`config.mk`:
```
export PLATFORM = sky130hd
export DESIGN_NAME = alu_ctrl_fsm
export DESIGN_NICKNAME = d
export VERILOG_FILES = /design/src/rtl/alu_ctrl_fsm.sv
export SDC_FILE = /design/constraint.sdc
export NUM_CORES = 1
export LEC_CHECK = 0
export BUFFER_PORTS_ARGS = -buffer_cell sky130_fd_sc_hd__buf_4
export CAP_MARGIN = 10
export CORE_UTILIZATION = 40
export DETAILED_ROUTE_END_ITERATION = 8
export GPL_TIMING_DRIVEN = 0
export PLACE_DENSITY = 0.79
export SLEW_MARGIN = 10
export SYNTH_ARGS = -nofsm -noshare
export SYNTH_HDL_FRONTEND = slang
export SYNTH_SLANG_ARGS = --single-unit
export TNS_END_PERCENT = 100
```
`constraint.sdc`:
```
create_clock -name clk -period 1.8 [get_ports clk]
set_input_delay 0.36 -clock clk [delete_from_list [all_inputs] [get_ports clk]]
set_output_delay 0.36 -clock clk [all_outputs]
set_load 0.01 [all_outputs]
```
`src/rtl/alu_ctrl_fsm.sv`:
```
// rtl/alu_ctrl_fsm.sv - multicycle RISC-V control FSM driving ALU control, datapath selects and enables
//
// Purpose:
//   Sequences FETCH -> DECODE -> execute -> writeback for lw, sw, R-type,
//   I-type ALU, beq and jal. Produces the ALU operation encoding and every
//   datapath select and write enable for the multicycle core.
//
// Parameters:
//   ENABLE_MUL  1: R-type funct7=0000001/funct3=000 is MUL; 0: it is illegal
//   STATE_W     width of the state register and the state debug port (>= 4)
//
// Ports:
//   clk, rst_n            clock, synchronous active-low reset
//   op, funct3,
//   funct7b5, funct7b0    instruction fields held in the instruction register
//   zero                  ALU zero flag, used to resolve beq
//   PCWrite, AdrSrc,
//   MemWrite, IRWrite,
//   RegWrite              datapath enables / memory address select
//   ResultSrc, ALUSrcA,
//   ALUSrcB, ImmSrc       datapath multiplexer selects
//   ALUControl            ALU operation
//   illegal               one-cycle pulse in DECODE on an unsupported instruction
//   retire                one-cycle pulse in the last state of a legal instruction
//   state                 current state, debug only

module alu_ctrl_fsm #(
    parameter int ENABLE_MUL = 1,
    parameter int STATE_W    = 4
) (
    input  logic               clk,
    input  logic               rst_n,
    input  logic [6:0]         op,
    input  logic [2:0]         funct3,
    input  logic               funct7b5,
    input  logic               funct7b0,
    input  logic               zero,
    output logic               PCWrite,
    output logic               AdrSrc,
    output logic               MemWrite,
    output logic               IRWrite,
    output logic               RegWrite,
    output logic [1:0]         ResultSrc,
    output logic [1:0]         ALUSrcA,
    output logic [1:0]         ALUSrcB,
    output logic [1:0]         ImmSrc,
    output logic [2:0]         ALUControl,
    output logic               illegal,
    output logic               retire,
    output logic [STATE_W-1:0] state
);

    localparam logic MUL_EN = (ENABLE_MUL != 0);

    // State encoding; codes 11..(2^STATE_W-1) are unused and recover to FETCH.
    localparam logic [STATE_W-1:0] S_FETCH    = STATE_W'(0);
    localparam logic [STATE_W-1:0] S_DECODE   = STATE_W'(1);
    localparam logic [STATE_W-1:0] S_MEMADR   = STATE_W'(2);
    localparam logic [STATE_W-1:0] S_MEMREAD  = STATE_W'(3);
    localparam logic [STATE_W-1:0] S_MEMWB    = STATE_W'(4);
    localparam logic [STATE_W-1:0] S_MEMWRITE = STATE_W'(5);
    localparam logic [STATE_W-1:0] S_EXECR    = STATE_W'(6);
    localparam logic [STATE_W-1:0] S_EXECI    = STATE_W'(7);
    localparam logic [STATE_W-1:0] S_ALUWB    = STATE_W'(8);
    localparam logic [STATE_W-1:0] S_BEQ      = STATE_W'(9);
    localparam logic [STATE_W-1:0] S_JAL      = STATE_W'(10);

    localparam logic [6:0] OP_LW  = 7'b0000011;
    localparam logic [6:0] OP_SW  = 7'b0100011;
    localparam logic [6:0] OP_R   = 7'b0110011;
    localparam logic [6:0] OP_I   = 7'b0010011;
    localparam logic [6:0] OP_BEQ = 7'b1100011;
    localparam logic [6:0] OP_JAL = 7'b1101111;

    localparam logic [2:0] ALU_ADD = 3'b000;
    localparam logic [2:0] ALU_SUB = 3'b001;
    localparam logic [2:0] ALU_AND = 3'b010;
    localparam logic [2:0] ALU_OR  = 3'b011;
    localparam logic [2:0] ALU_MUL = 3'b100;
    localparam logic [2:0] ALU_SLL = 3'b101;
    localparam logic [2:0] ALU_SLT = 3'b110;

    logic [STATE_W-1:0] state_q;
    logic [STATE_W-1:0] state_d;

    // Moore outputs before reset gating
    logic       pc_update_m;
    logic       branch_m;
    logic       adr_src_m;
    logic       mem_write_m;
    logic       ir_write_m;
    logic       reg_write_m;
    logic       retire_m;
    logic       illegal_m;
    logic [1:0] result_src_m;
    logic [1:0] alu_src_a_m;
    logic [1:0] alu_src_b_m;
    logic [1:0] alu_op_m;

    logic       funct3_ok;
    logic       legal;
    logic [1:0] imm_src_dec;
    logic [2:0] alu_ctrl_dec;

    // ------------------------------------------------------------------
    // Instruction legality, evaluated while the IR holds the new instruction
    // ------------------------------------------------------------------
    assign funct3_ok = (funct3 == 3'b000) || (funct3 == 3'b001) || (funct3 == 3'b010) ||
                       (funct3 == 3'b110) || (funct3 == 3'b111);

    always_comb begin
        legal = 1'b0;
        case (op)
            OP_LW, OP_SW, OP_JAL: legal = 1'b1;
            OP_BEQ:               legal = (funct3 == 3'b000);
            // slli is the only I-type whose funct7 matters; it must be zero
            OP_I:                 legal = funct3_ok &&
                                          ((funct3 != 3'b001) || !(funct7b5 || funct7b0));
            // Non-zero funct7 is only meaningful for funct3=000 (sub or mul),
            // and the two bits are mutually exclusive.
            OP_R:                 legal = funct3_ok &&
                                          ((!funct7b5 && !funct7b0) ||
                                           ((funct3 == 3'b000) && (funct7b5 ^ funct7b0) &&
                                            (funct7b5 || MUL_EN)));
            default:              legal = 1'b0;
        endcase
    end

    // Immediate format follows the opcode directly
    always_comb begin
        imm_src_dec = 2'b00;
        case (op)
            OP_SW:   imm_src_dec = 2'b01;
            OP_BEQ:  imm_src_dec = 2'b10;
            OP_JAL:  imm_src_dec = 2'b11;
            default: imm_src_dec = 2'b00;
        endcase
    end

    // ALU decoder; op[5] separates R-type from I-type so I-type never gets sub/mul
    always_comb begin
        alu_ctrl_dec = ALU_ADD;
        case (alu_op_m)
            2'b00: alu_ctrl_dec = ALU_ADD;
            2'b01: alu_ctrl_dec = ALU_SUB;
            2'b10: begin
                case (funct3)
                    3'b000: begin
                        if (op[5] && funct7b5)
                            alu_ctrl_dec = ALU_SUB;
                        else if (op[5] && funct7b0 && MUL_EN)
                            alu_ctrl_dec = ALU_MUL;
                        else
                            alu_ctrl_dec = ALU_ADD;
                    end
                    3'b001:  alu_ctrl_dec = ALU_SLL;
                    3'b010:  alu_ctrl_dec = ALU_SLT;
                    3'b110:  alu_ctrl_dec = ALU_OR;
                    3'b111:  alu_ctrl_dec = ALU_AND;
                    default: alu_ctrl_dec = ALU_ADD;
                endcase
            end
            default: alu_ctrl_dec = ALU_ADD;
        endcase
    end

    // ------------------------------------------------------------------
    // State register
    // ------------------------------------------------------------------
    always_ff @(posedge clk) begin
        if (!rst_n) begin
            state_q <= S_FETCH;
        end else begin
            state_q <= state_d;
        end
    end

    // ------------------------------------------------------------------
    // Next-state logic
    // ------------------------------------------------------------------
    always_comb begin
        state_d = S_FETCH;
        case (state_q)
            S_FETCH:  state_d = S_DECODE;
            S_DECODE: begin
                if (!legal) begin
                    state_d = S_FETCH;
                end else begin
                    case (op)
                        OP_LW, OP_SW: state_d = S_MEMADR;
                        OP_R:         state_d = S_EXECR;
                        OP_I:         state_d = S_EXECI;
                        OP_BEQ:       state_d = S_BEQ;
                        OP_JAL:       state_d = S_JAL;
                        default:      state_d = S_FETCH;
                    endcase
                end
            end
            S_MEMADR:   state_d = (op == OP_LW) ? S_MEMREAD : S_MEMWRITE;
            S_MEMREAD:  state_d = S_MEMWB;
            S_MEMWB:    state_d = S_FETCH;
            S_MEMWRITE: state_d = S_FETCH;
            S_EXECR:    state_d = S_ALUWB;
            S_EXECI:    state_d = S_ALUWB;
            S_ALUWB:    state_d = S_FETCH;
            S_BEQ:      state_d = S_FETCH;
            S_JAL:      state_d = S_ALUWB;
            default:    state_d = S_FETCH;
        endcase
    end

    // ------------------------------------------------------------------
    // Moore output logic
    // ------------------------------------------------------------------
    always_comb begin
        pc_update_m  = 1'b0;
        branch_m     = 1'b0;
        adr_src_m    = 1'b0;
        mem_write_m  = 1'b0;
        ir_write_m   = 1'b0;
        reg_write_m  = 1'b0;
        retire_m     = 1'b0;
        illegal_m    = 1'b0;
        result_src_m = 2'b00;
        alu_src_a_m  = 2'b00;
        alu_src_b_m  = 2'b00;
        alu_op_m     = 2'b00;
        case (state_q)
            S_FETCH: begin
                ir_write_m   = 1'b1;
                pc_update_m  = 1'b1;
                alu_src_b_m  = 2'b10;
                result_src_m = 2'b10;
            end
            S_DECODE: begin
                // Branch target is computed here so BEQ only has to compare
                alu_src_a_m = 2'b01;
                alu_src_b_m = 2'b01;
                illegal_m   = !legal;
            end
            S_MEMADR: begin
                alu_src_a_m = 2'b10;
                alu_src_b_m = 2'b01;
            end
            S_MEMREAD: begin
                adr_src_m = 1'b1;
            end
            S_MEMWB: begin
                result_src_m = 2'b01;
                reg_write_m  = 1'b1;
                retire_m     = 1'b1;
            end
            S_MEMWRITE: begin
                adr_src_m   = 1'b1;
                mem_write_m = 1'b1;
                retire_m    = 1'b1;
            end
            S_EXECR: begin
                alu_src_a_m = 2'b10;
                alu_op_m    = 2'b10;
            end
            S_EXECI: begin
                alu_src_a_m = 2'b10;
                alu_src_b_m = 2'b01;
                alu_op_m    = 2'b10;
            end
            S_ALUWB: begin
                reg_write_m = 1'b1;
                retire_m    = 1'b1;
            end
            S_BEQ: begin
                alu_src_a_m = 2'b10;
                alu_op_m    = 2'b01;
                branch_m    = 1'b1;
                retire_m    = 1'b1;
            end
            S_JAL: begin
                alu_src_a_m = 2'b01;
                alu_src_b_m = 2'b10;
                pc_update_m = 1'b1;
            end
            default: begin
                // Unused encodings drive nothing and fall back to FETCH
            end
        endcase
    end

    // Reset overrides every output so an abandoned instruction writes nothing
    assign PCWrite    = rst_n && (pc_update_m || (branch_m && zero));
    assign AdrSrc     = rst_n && adr_src_m;
    assign MemWrite   = rst_n && mem_write_m;
    assign IRWrite    = rst_n && ir_write_m;
    assign RegWrite   = rst_n && reg_write_m;
    assign illegal    = rst_n && illegal_m;
    assign retire     = rst_n && retire_m;
    assign ResultSrc  = rst_n ? result_src_m : 2'b00;
    assign ALUSrcA    = rst_n ? alu_src_a_m  : 2'b00;
    assign ALUSrcB    = rst_n ? alu_src_b_m  : 2'b00;
    assign ImmSrc     = rst_n ? imm_src_dec  : 2'b00;
    assign ALUControl = rst_n ? alu_ctrl_dec : 3'b000;
    assign state      = state_q;

endmodule

```
# ---- After elaboration in Yosys (flattened, before gate mapping)
# Cells that the tools add are included.
# W data, S select, Z words.
dict set report totals {
  register_bits 4
}
dict set report op_classes {
  muxes 27
  n_reduce_logical 39
  n_eq_ne 23
  bitwise 1
}
# op count
set op_table {}
lappend op_table {{$pmux W4 S5} 2}
lappend op_table {{$eq A4 B3 Y1 const B} 4}
lappend op_table {{$pmux W2 S2} 4}
lappend op_table {{$pmux W3 S5} 1}
lappend op_table {{$eq A7 B6 Y1 const B} 2}
lappend op_table {{$eq A7 B7 Y1 const B} 2}
lappend op_table {{$logic_and A1 B1 Y1} 14}
lappend op_table {{$eq A4 B4 Y1 const B} 3}
lappend op_table {{$mux W3} 4}
lappend op_table {{$reduce_or A2 Y1} 6}
lappend op_table {{$reduce_or A3 Y1} 3}
lappend op_table {{$eq A4 B2 Y1 const B} 2}
lappend op_table {{$logic_or A1 B1 Y1} 8}
lappend op_table {{$mux W1} 8}
lappend op_table {{$mux W2} 4}
lappend op_table {{$reduce_or A4 Y1} 2}
lappend op_table {{$eq A7 B2 Y1 const B} 1}
lappend op_table {{$eq A7 B5 Y1 const B} 1}
lappend op_table {{$eq A3 B3 Y1 const B} 2}
lappend op_table {{$pmux W2 S3} 1}
lappend op_table {{$pmux W3 S2} 1}
lappend op_table {{$eq A4 B1 Y1 const B} 1}
lappend op_table {{$logic_not A1 Y1} 4}
lappend op_table {{$logic_not A4 Y1} 1}
lappend op_table {{9 further kinds} 9}

# ---- Longest topological paths before layout
dict set report depth {
  ltp_word 10
  ltp_mapped 7
  ltp_nobuf 6
}

# ---- Least setup slack after synthesis
# OpenSTA, ideal clock, no wires.
dict set report synth_path {
  path_kind {flip-flop to output port}
  start {register state_q[2], in the netlist state[2]}
  end {output ALUControl[2]}
  path_slack_ps -404
  n_path_buf 1
  arrival_time_ps 1844
  stages_incl_launch_ff 8
  path_cell_list {dfxtp_1 > clkbuf_1 > nand2b_1 > nor3_1 > inv_1 > ha_1 > nand2b_1 > nor4_1}
}
dict set report synth_between {
  elab_chain_cells 6
}
# item line_no
set synth_rtl {}
lappend synth_rtl {{start, declared} 83} ;# logic [STATE_W-1:0] state_q;
lappend synth_rtl {{start signal, assigned} 174} ;# state_q <= state_d;
lappend synth_rtl {{$eq A4 B3 Y1} 228} ;# case (state_q)
lappend synth_rtl {{$reduce_or A2 Y1 (no source line)} n/a}
lappend synth_rtl {{$pmux W2 S2 *} 228}
lappend synth_rtl {{$eq A2 B2 Y1 / $eq A2 B1 Y1 (equally long branches)} 143} ;# case (alu_op_m)
lappend synth_rtl {{$pmux W3 S2 *} 143}
lappend synth_rtl {{$mux W3 *} 300} ;# assign ALUControl = rst_n ? alu_ctrl_dec : 3'b000;
lappend synth_rtl {{end, declared} 47} ;# output logic [2:0] ALUControl,
# Mark *: on every way between the ends. The rest lies on a longest branch, timed or not.

# ---- Worst setup path in the final report
dict set report layout_path {
  start {register state_q[0], in the netlist state[0]}
  end {output ALUControl[2]}
}
# Same word-level chain as after synthesis.

==> run metrics <==
Slew headroom=roughly 70%; vias in the first global route=about 1100; Power per Cell Area=slightly below 300 nW/um^2; sequential-to-total area share from yosys stat=around a tenth; worst-path maximum fanout=2; crit path cell chain=buf_6 > clkinvlp_4 > nor3_4 > inv_2 > ha_4 > nand2b_4 > nor4_4 > buf_4; via count=roughly 1300; Switch Pwr=about 0.17 mW; Crit Reg-Reg Startpoint=state[2]; Async SR Flop Fraction=0%; Crit path max-delay family=buffers and inverters; IO Port Bufs=36; Register-to-Register Path Depth=5; Mapped Cells=around 120; Max Clk Rate=475 MHz; grt ovf=0; Fin. Hold Viols=0; number of synthesized flops with an enable pin=0; CTS max path bufs=2; Worst Path Buf+Inv=4; Switching Share=between 30% and 40%; vias per inst=around 6.3; WL final=about 4000 um; outcome=finished with violations; Mean Syn Cell Area=6.41 um^2; Initial Utilization=43.3%; initial antenna violation count=0; synthesized area=between 700 and 800 um^2; Worst Path Required=1.44 ns; # rows=15; antenna-violating nets left=0; cell internal pwr=~0.27 mW; CTS Root Cell=clkbuf_4; final max-slew violation count=0; min setup slack post-route=-0.305 ns; syn nets=about 140; startpoint types=register; initial DRC count=86; P_leak=roughly 0.64 nW; Synth top area share=roughly a tenth; Setup violations, final=13; cts bufs inserted=3; ratio of cells with drive above 1 in the final layout=between 60% and 70%; Syn. warnings=0; crit-path max cell delay=roughly 0.34 ns; CTS sink count=4; global placer's final weighted congestion=approximately 0.83; largest area contributor in the netlist=dfxtp_1; HP Start=op[4]; Worst setup EP type=output port; HPWL Detailed=1790 um; Die Ht=about 46 um; count leader, synth=nor2_1; Final Skew=between 0.004 and 0.005 ns; unrepaired setup endpoints after global routing=yes; diode count=0; Total Routing Usage GR=around a third; Wirelength per Cell=19.6 um; # H-tree levels=1; Total Nets Final=199; hold-fix buffers at CTS=0; clock slew at reported path FFs=~0.04 ns; first-pass GRT wire length=between 4000 and 5000 um; clock share of power=roughly 28%; failing checks=setup timing; Hold Slack=0.507 ns; Die X-Extent=about 46 um; Area Growth Syn to Fin=98.9%; Yosys cell types=38; number of detailed-route iterations in the first pass=4; I/O pins=37; minimum clock period=2.11 ns; number of synthesized register bits=4; Critical Setup Path Class=reg -> out; Synth Flop Type=dfxtp_1; WP data arrival=~1.8 ns; FF-to-FF End=state[1]; DRC=0; setup slack, reg-to-reg=-0.05 ns; Reg power frac=roughly a fifth; setup TNS=-1.70 ns; Worst Hold Class=in -> reg; critical path's slowest cell=dfxtp_2; Clk Latency, worst-skew pair=between 0.2 and 0.3 ns; max-cap violation count=0; DIE AREA=around 2100 um^2; Hold Crit Endpoint=state[3]; Tightest Pin Transition=0.445 ns; synth cell count leaders=nor2_1 (13), a21oi_1 (11), inv_1 (9); power share of the combinational group=roughly half; part of the cycle the worst path needs=117%; TritonCTS clock tree=yes; Core ar.=roughly 1800 um^2; Synth area leaders=dfxtp_1 (10%), a21oi_1 (7.2%), nand2b_1 (6.6%), nor2_1 (6.4%), ha_1 (4.9%); Hold Crit Depth=4; pin count of the biggest net entering global routing=11; Peak supply drop=0.270 mV; max reg flops=4
## worst max-delay path by stage
stage / startpoint / depth (start not counted) / slack, ns / to
after CTS: state[0] / 8 / -0.25 / ALUControl[2]
after global placement: state[1] / 7 / -0.24 / ALUControl[2]
after global routing: state[0] / 8 / -0.36 / ALUControl[2]
final: state[0] / 8 / -0.31 / ALUControl[2]
after floorplan: state[2] / 7 / -0.08 / ALUControl[2]
after detailed placement: state[1] / 7 / -0.23 / ALUControl[2]
## what timing repair did
item / 4_1_cts / 5_1_grt
gates cloned: 0 / 0
setup buffers: 16 / 8
resized for setup: 36 / 20
setup endpoints to repair: 11 / 14
pin swaps: 9 / 8
## metrics by stage
stage | area (um^2) | worst slack, ns | power (mW) | instances | utilization, %
floorplan | 823 | -0.0828 | 0.187 | 119 | -
global placement | 1120 | -0.240 | 0.258 | 180 | 63.8
detailed placement | 1120 | -0.230 | 0.262 | 180 | 63.8
CTS | 1390 | -0.246 | 0.409 | 197 | 78.7
global route | 1520 | -0.360 | 0.460 | 204 | 86.0
finish | 1520 | -0.305 | 0.442 | 204 | 86.0
## worst register-to-register path: stages (launching register included)
cell and delay [ns]:
dfxtp_4 0.35, buf_4 0.15, or4b_4 0.57, nor4b_4 0.29, nand3_2 0.15, a311oi_2 0.24
## cell usage in the layout, fill, tap and decap left out, types with 2 or more instances in the layout
cell      count
nand2_1       5
clkbuf_2      2
nand3b_1      2
clkbuf_4      3
dfxtp_4       3
nand2b_1      5
buf_4        55
nor3_4        2
nor2b_2       2
nand3_1       4
nor2b_4       3
nor4_2        3
nor2_1       11
nand2b_4      2
nor3_1        4
a31oi_1       2
a21oi_2       6
o21ai_0       5
buf_6         5
a21oi_1       5
and3_1        2
or2_2         2
inv_1         7
and2_1        2
## layer usage
layer	GRT usage [%]	share of wire (%)	up-vias
met1	35.9	36	590
li1	-	-	555
met4	17.0	6.7	0
met3	4.37	8.1	34
met5	0	0	-
met2	57.1	49	110
## cell families (layout without fill, tap and decap cells)
logic type                 count (synthesis)  count (layout)  synth area share (%)
and+or+nand+nor                           67              67                  52.6
AOI/OAI and AO/OA                         27              27                  21.1
buffers and inverters                     16              76                  8.52
DFF                                        4               4                  10.5
adders and majority gates                  3               3                  4.92
xor gates and xnor gates                   2               2                  2.30
## power by group through the flow
stage / Combinational (mW) / Sequential, mW / Clock [mW]
detailed placement: 0.167 / 0.0952 / 0
finish: 0.229 / 0.0900 / 0.123
global placement: 0.163 / 0.0950 / 0
CTS: 0.199 / 0.0893 / 0.121
global route: 0.243 / 0.0901 / 0.127
floorplan: 0.0909 / 0.0961 / 0
## cell type report
| class | count | area, um^2 |
|---|---|---|
| Sequential cell | 4 | 92.6 |
| Buffer | 6 | 68.8 |
| Fill cell | 101 | 246 |
| Multi-Input combinational cell | 99 | 815 |
| Tap cell | 25 | 31.3 |
| Inverter | 9 | 37.5 |
| Clock buffer | 3 | 22.5 |
| Timing Repair Buffer | 58 | 450 |
Power figures use the tool's default switching activity.
